$ cat src/rtl/sseg_scan_driver.sv
// rtl/sseg_scan_driver.sv - 8-digit common-anode 7-segment scan driver with blanking, PWM and frame snapshot
module sseg_scan_driver #(
    parameter int SLOT_CYCLES  = 100000,
    parameter int BLANK_CYCLES = 1000,
    parameter int DUTY_W       = 4
) (
    input  logic              i_clk,
    input  logic              i_rst,
    input  logic [7:0]        i_in0,
    input  logic [7:0]        i_in1,
    input  logic [7:0]        i_in2,
    input  logic [7:0]        i_in3,
    input  logic [7:0]        i_in4,
    input  logic [7:0]        i_in5,
    input  logic [7:0]        i_in6,
    input  logic [7:0]        i_in7,
    input  logic [7:0]        i_dig_en,
    input  logic [DUTY_W-1:0] i_bright,
    output logic [7:0]        o_an,
    output logic [7:0]        o_sseg,
    output logic              o_frame_tick
);

    localparam int CNT_W = $clog2(SLOT_CYCLES);
    localparam logic [CNT_W-1:0] BLANK_LAST = CNT_W'(BLANK_CYCLES - 1);
    localparam logic [CNT_W-1:0] SLOT_LAST  = CNT_W'(SLOT_CYCLES - 1);

    localparam logic [1:0] S_IDLE  = 2'd0;
    localparam logic [1:0] S_BLANK = 2'd1;
    localparam logic [1:0] S_DRIVE = 2'd2;

    logic [1:0]        r_state;
    logic [CNT_W-1:0]  r_slot_cnt;
    logic [2:0]        r_idx;
    logic [DUTY_W-1:0] r_pwm_cnt;
    logic [7:0]        r_shadow [8];
    logic [7:0]        r_an;
    logic [7:0]        r_sseg;
    logic              r_frame_tick;

    logic [7:0]        w_in [8];
    logic [2:0]        w_first;
    logic [2:0]        w_next;
    logic              w_any_en;
    logic              w_slot_end;
    logic              w_frame_start;
    logic              w_lit;

    always_comb begin
        w_in[0] = i_in0;
        w_in[1] = i_in1;
        w_in[2] = i_in2;
        w_in[3] = i_in3;
        w_in[4] = i_in4;
        w_in[5] = i_in5;
        w_in[6] = i_in6;
        w_in[7] = i_in7;
    end

    // Descending loops so the last hit is the lowest digit / nearest digit after r_idx.
    always_comb begin
        w_first = 3'd0;
        for (int i = 7; i >= 0; i--) begin
            if (i_dig_en[i]) w_first = 3'(i);
        end
        w_next = r_idx;
        for (int k = 8; k >= 1; k--) begin
            if (i_dig_en[r_idx + 3'(k)]) w_next = r_idx + 3'(k);
        end
    end

    assign w_any_en      = (i_dig_en != 8'h00);
    assign w_slot_end    = (r_state == S_DRIVE) && (r_slot_cnt == SLOT_LAST);
    assign w_frame_start = ((r_state == S_IDLE) && w_any_en) ||
                           (w_slot_end && w_any_en && (w_next <= r_idx));
    assign w_lit         = (r_state == S_DRIVE) && (r_pwm_cnt < i_bright);

    always_ff @(posedge i_clk or posedge i_rst) begin
        if (i_rst) begin
            r_state      <= S_IDLE;
            r_slot_cnt   <= '0;
            r_idx        <= 3'd0;
            r_pwm_cnt    <= '0;
            r_frame_tick <= 1'b0;
            for (int i = 0; i < 8; i++) r_shadow[i] <= 8'hFF;
        end else begin
            r_frame_tick <= w_frame_start;
            if (w_frame_start) begin
                for (int i = 0; i < 8; i++) r_shadow[i] <= w_in[i];
            end
            case (r_state)
                S_IDLE: begin
                    if (w_any_en) begin
                        r_idx      <= w_first;
                        r_slot_cnt <= '0;
                        r_state    <= S_BLANK;
                    end
                end
                S_BLANK: begin
                    r_slot_cnt <= r_slot_cnt + 1'b1;
                    if (r_slot_cnt == BLANK_LAST) begin
                        r_pwm_cnt <= '0;
                        r_state   <= S_DRIVE;
                    end
                end
                S_DRIVE: begin
                    r_pwm_cnt <= r_pwm_cnt + 1'b1;
                    if (w_slot_end) begin
                        r_slot_cnt <= '0;
                        if (!w_any_en) begin
                            r_state <= S_IDLE;
                        end else begin
                            r_idx   <= w_next;
                            r_state <= S_BLANK;
                        end
                    end else begin
                        r_slot_cnt <= r_slot_cnt + 1'b1;
                    end
                end
                default: r_state <= S_IDLE;
            endcase
        end
    end

    // Output stage registered so an/sseg never glitch on decode of the state.
    always_ff @(posedge i_clk or posedge i_rst) begin
        if (i_rst) begin
            r_an   <= 8'hFF;
            r_sseg <= 8'hFF;
        end else if (w_lit) begin
            r_an   <= ~(8'd1 << r_idx);
            r_sseg <= r_shadow[r_idx];
        end else begin
            r_an   <= 8'hFF;
            r_sseg <= 8'hFF;
        end
    end

    assign o_an         = r_an;
    assign o_sseg       = r_sseg;
    assign o_frame_tick = r_frame_tick;

endmodule

$ cat config.mk
export PLATFORM = sky130hd
export DESIGN_NAME = sseg_scan_driver
export DESIGN_NICKNAME = d
export VERILOG_FILES = /design/src/rtl/sseg_scan_driver.sv
export SDC_FILE = /design/constraint.sdc
export NUM_CORES = 1
export LEC_CHECK = 0
export BUFFER_PORTS_ARGS = -buffer_cell sky130_fd_sc_hd__buf_4
export CAP_MARGIN = 40
export CELL_PAD_IN_SITES_DETAIL_PLACEMENT = 2
export CELL_PAD_IN_SITES_GLOBAL_PLACEMENT = 2
export CORE_ASPECT_RATIO = 0.9
export CORE_MARGIN = 2
export CORE_UTILIZATION = 30
export CTS_CLUSTER_DIAMETER = 120
export DETAILED_ROUTE_END_ITERATION = 16
export HOLD_SLACK_MARGIN = 0.05
export MAX_ROUTING_LAYER = met4
export PLACE_DENSITY_LB_ADDON = 0.1
export SLEW_MARGIN = 20
export SYNTH_ARGS = -nofsm -noshare
export SYNTH_HDL_FRONTEND = slang
export SYNTH_SLANG_ARGS = --single-unit
$ cat constraint.sdc
create_clock -name i_clk -period 6.3 [get_ports i_clk]
set_input_delay 0.63 -clock i_clk [delete_from_list [all_inputs] [get_ports i_clk]]
set_output_delay 0.63 -clock i_clk [all_outputs]
set_load 0.1 [all_outputs]
# ---- After elaboration in Yosys (flattened, before gate mapping)
# Cells that the tools add are included.
dict set report word_totals {
  register_bits 107
  out_inout_bits 17
}
dict set report classes {
  add_sub_neg 9
  magnitude_cmp 10
  n_eq_ne 8
  shifts 1
  n_mux 48
  bitwise_logic 2
  n_reduce_logical 15
}
# op n
set op_table {}
lappend op_table {{$mux W3} 18}
lappend op_table {{$pmux W17 S3} 1}
lappend op_table {{$mux W17} 2}
lappend op_table {{$mux W8} 4}
lappend op_table {{$lt A3 B4 Y1 const B} 7}
lappend op_table {{$bmux W8 S3} 1}
lappend op_table {{$bmux W1 S3} 7}
lappend op_table {{$add A17 B1 Y17 const B} 1}
lappend op_table {{$eq A17 B10 Y1 const B} 1}
lappend op_table {{$eq A17 B17 Y1 const B} 1}
lappend op_table {{$add A3 B3 Y3 const B} 4}
lappend op_table {{$mux W1} 8}
lappend op_table {{$ne A2 B2 Y1 const B} 4}
lappend op_table {{$not A8 Y8} 1}
lappend op_table {{$pmux W4 S2} 1}
lappend op_table {{$reduce_bool A8 Y1} 1}
lappend op_table {{$shl A1 B3 Y8 const A} 1}
lappend op_table {{$add A3 B2 Y3 const B} 2}
lappend op_table {{$mux W2} 3}
lappend op_table {{$pmux W2 S3} 1}
lappend op_table {{$pmux W3 S2} 1}
lappend op_table {{$logic_and A1 B1 Y1} 5}
lappend op_table {{$add A4 B1 Y4 const B} 1}
lappend op_table {{$ge A4 B4 Y1 const B} 1}
lappend op_table {{14 further kinds} 16}

# ---- Longest topological paths before layout
dict set report logic_depth {
  depth_word 13
  depth_mapped 21
  mapped_depth_nobuf 16
}

# ---- Worst setup path before layout
# OpenSTA, ideal clock, no wires.
dict set report synth_timing {
  path_type {reg2reg}
  from {register r_idx[2]}
  to {register r_shadow[10] in the netlist's numbering}
  setup_time_ns 0.082
  arrival_ns 4.227
  setup_slack_ns 1.991
  path_stages_with_launch 21
  n_path_buf 5
  path_cell_list {dfrtp_1 buf_6 clkbuf_1 inv_1 ha_1 buf_2 mux2i_1 mux4_2 nand2b_1 a31oi_1 a211oi_1 a311oi_2 ha_1 nor2b_1 o21a_1 o21ai_0 a21oi_2 nor2_4 buf_12 buf_12 mux2_4}
}
dict set report synth_via {
  elab_chain_cells 13
}
# item line
set synth_rtl {}
lappend synth_rtl {{from (decl)} 34} ;# logic [2:0] r_idx;
lappend synth_rtl {{from (signal assigned)} 94} ;# r_idx <= w_first;
lappend synth_rtl {{from (signal assigned)} 113} ;# r_idx <= w_next;
lappend synth_rtl {{$add A3 B3 Y3} 68} ;# if (i_dig_en[r_idx + 3'(k)]) w_next = r_idx + 3'(k);
lappend synth_rtl {{$bmux W1 S3} 68}
lappend synth_rtl {{$mux W1 (not written as such)} 68}
lappend synth_rtl {{$mux W3 (7 in a row)} 68}
lappend synth_rtl {{$le A3 B3 Y1 (*)} 75} ;# (w_slot_end && w_any_en && (w_next <= r_idx));
lappend synth_rtl {{$logic_and A1 B1 Y1 (*)} 75}
lappend synth_rtl {{$logic_or A1 B1 Y1 (*)} 74} ;# assign w_frame_start = ((r_state == S_IDLE) && w_any_en) ||
lappend synth_rtl {{to (decl)} 36} ;# logic [7:0] r_shadow [8];
# Mark *: on every way between the ends. The rest lies on a longest branch, timed or not. The select of a mux whose other input is x is not followed.
# A chain may end at the register's enable or synchronous reset.

# ---- Worst setup path in the final report
dict set report layout_timing {
  from {register r_idx[1]}
  to {register r_shadow[31] in the netlist's numbering}
}
# Same word-level chain as after synthesis.

==> flow_summary.yaml <==
power_and_ir_drop:
  p_per_area_nw_per_um2: 536
  ir_worst_vdd_uv: 179
  p_leak_nw: 3.22
setup_path:
  critical_path.endpoint_type: "flop"
  cp-start-kind: "flop"
  cp.arrival_ns: 5.39
  worstPathRequired_ns: 6.59
  worstPathMaxFanout: 25
  rr_worst_depth: 17
  r2r_slack_ns: 1.20
  crit_type: "flop to flop"
route:
  via_per_inst: 5.02
  drc_errors: 0
  dr_total_vias: 4525
  wl_per_cell_um: 19.6
  drtIter0Drc: 196
  ant_nets: 0
  dr.pass1.iters: 4
  wl_um: 17700
run_status:
  status: "complete, no violations"
final_layout:
  final_common_cell: "buf_4"
  fin_nets: 707
  mostFrequentLayoutCells: "buf_4 (101), dfstp_2 (80), mux2_4 (50), nand2_1 (46)"
  drive_gt1_share_pct: 49.9
  finalNonFillerCells: 901
  diodes: 0
  syn_to_final_growth_pct: 19.9
synthesis:
  syn_inst: 524
  synth_area_leaders: "dfstp_2 (33%), mux2_4 (12%), dfrtp_1 (11%)"
  syn-num-nets: 621
  yosysSeqAreaShare_pct: 43.6
  synth_edf_count: 0
  avgSynthCellArea_um2: 12.2
  synth_top_area_cell: "dfstp_2"
  ys_types: 67
  ys_ff_latch: 107
  synthArstFlopShare_pct: 100
  yosys_warnings: 0
  synth.top_cell.area_share_pct: 33.0
  syn-cell-area_um2: 6380
  ys.flop_type: "dfstp_2"
cts:
  cts_tree: "yes"
  cts_setup_buffers: 0
  numCtsBuffers: 9
  h-tree-depth: 3
  hold_buffers: 0
  cts_num_sinks: 107
  cts.path.max_buffers: 2
  cts-resized-gates: 0
  clkTransAtPathRegs_ns: 0.08
  clk_latency_ns: 0.36
  cts_root_buffer: "clkbuf_16"
timing:
  slew_violations: 0
  clock_skew_ns: 0.00885
  grt_setup_unrepaired: "false"
  setup_viol: 0
  fmax_mhz: 196
  worst_pin_slew_ns: 0.729
  fin_crit_ns: 5.10
  layout_worst_path_cycle_share_pct: 80.9
  max_slew_margin_pct: 51.4
  whs_ns: 0.289
  tns_ns: 0
  report.final.hold_viol_count: 0
floorplan:
  pin_count: 95
  die-area_um2: 22400
  row_count: 50
  dieWidth_um: 158
  core_um2: 20800
  initial_utilization_pct: 30.6
  die_height_um: 142
global_route:
  grt_max_degree: 46
  grt-ovfl-total: 0
  grt_pass1_wl_um: 29200
  antenna_found_initial: 0
  first_global_vias: 5129
  grt_util_all_layers_pct: 17.4
place:
  place_hpwl_um: 12700
  place_congestion: 0.755
  place_inst: 882
  io_buffers: 94
flow_run:
  cap_violations: 0
worst_hold_path:
  hp-class: "primary input to asynchronous set/reset pin"
## final timing paths
check | startpoint | endpoint
max | r_idx[1]$_DFFE_PP0P_ | r_shadow[31]$_DFFE_PP1P_
min | i_rst | r_slot_cnt[9]$_DFFE_PP0P_
max reg2reg | r_idx[1]$_DFFE_PP0P_ | r_shadow[31]$_DFFE_PP1P_
min reg2reg | r_slot_cnt[1]$_DFFE_PP0P_ | r_slot_cnt[1]$_DFFE_PP0P_
max in group asynchronous | i_rst | o_sseg[1]$_DFF_PP1_
min in group i_clk | i_in7[4] | r_shadow[4]$_DFFE_PP1P_
## state kept, by name, summed over array words and instances (netlist names)
register and flops:
o_an 8, o_frame_tick 1, o_sseg 8, r_idx 3, r_pwm_cnt 4, r_shadow 64
r_slot_cnt 17, r_state 2
## through the flow
stage / power (mW) / util [%] / cell area (µm²) / setup WS (ns)
4_1_cts: 4.13 / 36.5 / 7600 / 1.13
6_report: 4.10 / 36.7 / 7640 / 1.20
2_1_floorplan: 3.07 / - / 6380 / 1.99
5_1_grt: 4.40 / 36.7 / 7640 / 0.891
3_5_place_dp: 3.52 / 35.1 / 7310 / 1.15
3_3_place_gp: 3.44 / 35.0 / 7290 / 1.30
## power by group
part	internal (mW)	leakage (nW)	switching (mW)	total, mW
sequential	1.13	1.21	0.152	1.28
clock	0.298	0.148	0.284	0.582
combinational	1.05	1.87	1.19	2.24
total	2.47	3.22	1.63	4.10
## per-layer routing
layer	wire length, µm	GRT usage, %
met1	8350	23.7
met2	8610	27.4
met3	529	2.80
met4	174	3.88
met5	0	-
## cells in the mapped netlist, types with 9 or more instances
library cell  instances
a21oi_1              11
buf_2                13
clkbuf_1              9
dfrtp_1              27
dfstp_2              80
ha_1                 19
inv_1                14
mux2_2               22
mux2_4               50
mux2i_1              22
mux4_2               20
nand2_1              46
nand2b_1              9
nand3_1              26
nor2_1               24
o21ai_0              18
## cells by family (layout without fill, tap and decap cells)
family                     count (synthesis)  after routing  share of synthesized area, %
and+or+nand+nor                          146            146                          11.5
adders and majority gates                 19             19                          3.73
buffers and inverters                     47            138                          4.79
xor gates and xnor gates                  11             11                          1.51
DFF                                      107            107                          43.6
AOI/OAI and AO/OA                         78             78                          8.38
muxes                                    116            116                          26.6
## critical path: stages (launching register included)
cell and delay (ns):
dfrtp_1 0.38, buf_4 0.24, ha_1 0.24, ha_1 0.57, mux2i_1 0.17, mux4_2 0.53, nand2b_1 0.18, a31oi_1 0.21
a211oi_1 0.09, a311oi_2 0.31, ha_1 0.30, nor2b_1 0.14, o21a_1 0.15, o21ai_0 0.20, a21oi_2 0.10, nor2_4 0.52
buf_4 0.32, mux2_2 0.36
## final cells by class
class	instances	area (µm²)
sequential	107	2780
tap	286	358
inverter	15	58.8
fill	2187	13200
multi-input combinational	370	3290
timing repair buffer	107	858
clock buffer	11	254
clock inverter	5	43.8
No activity file was read; power rests on OpenSTA's default activity.
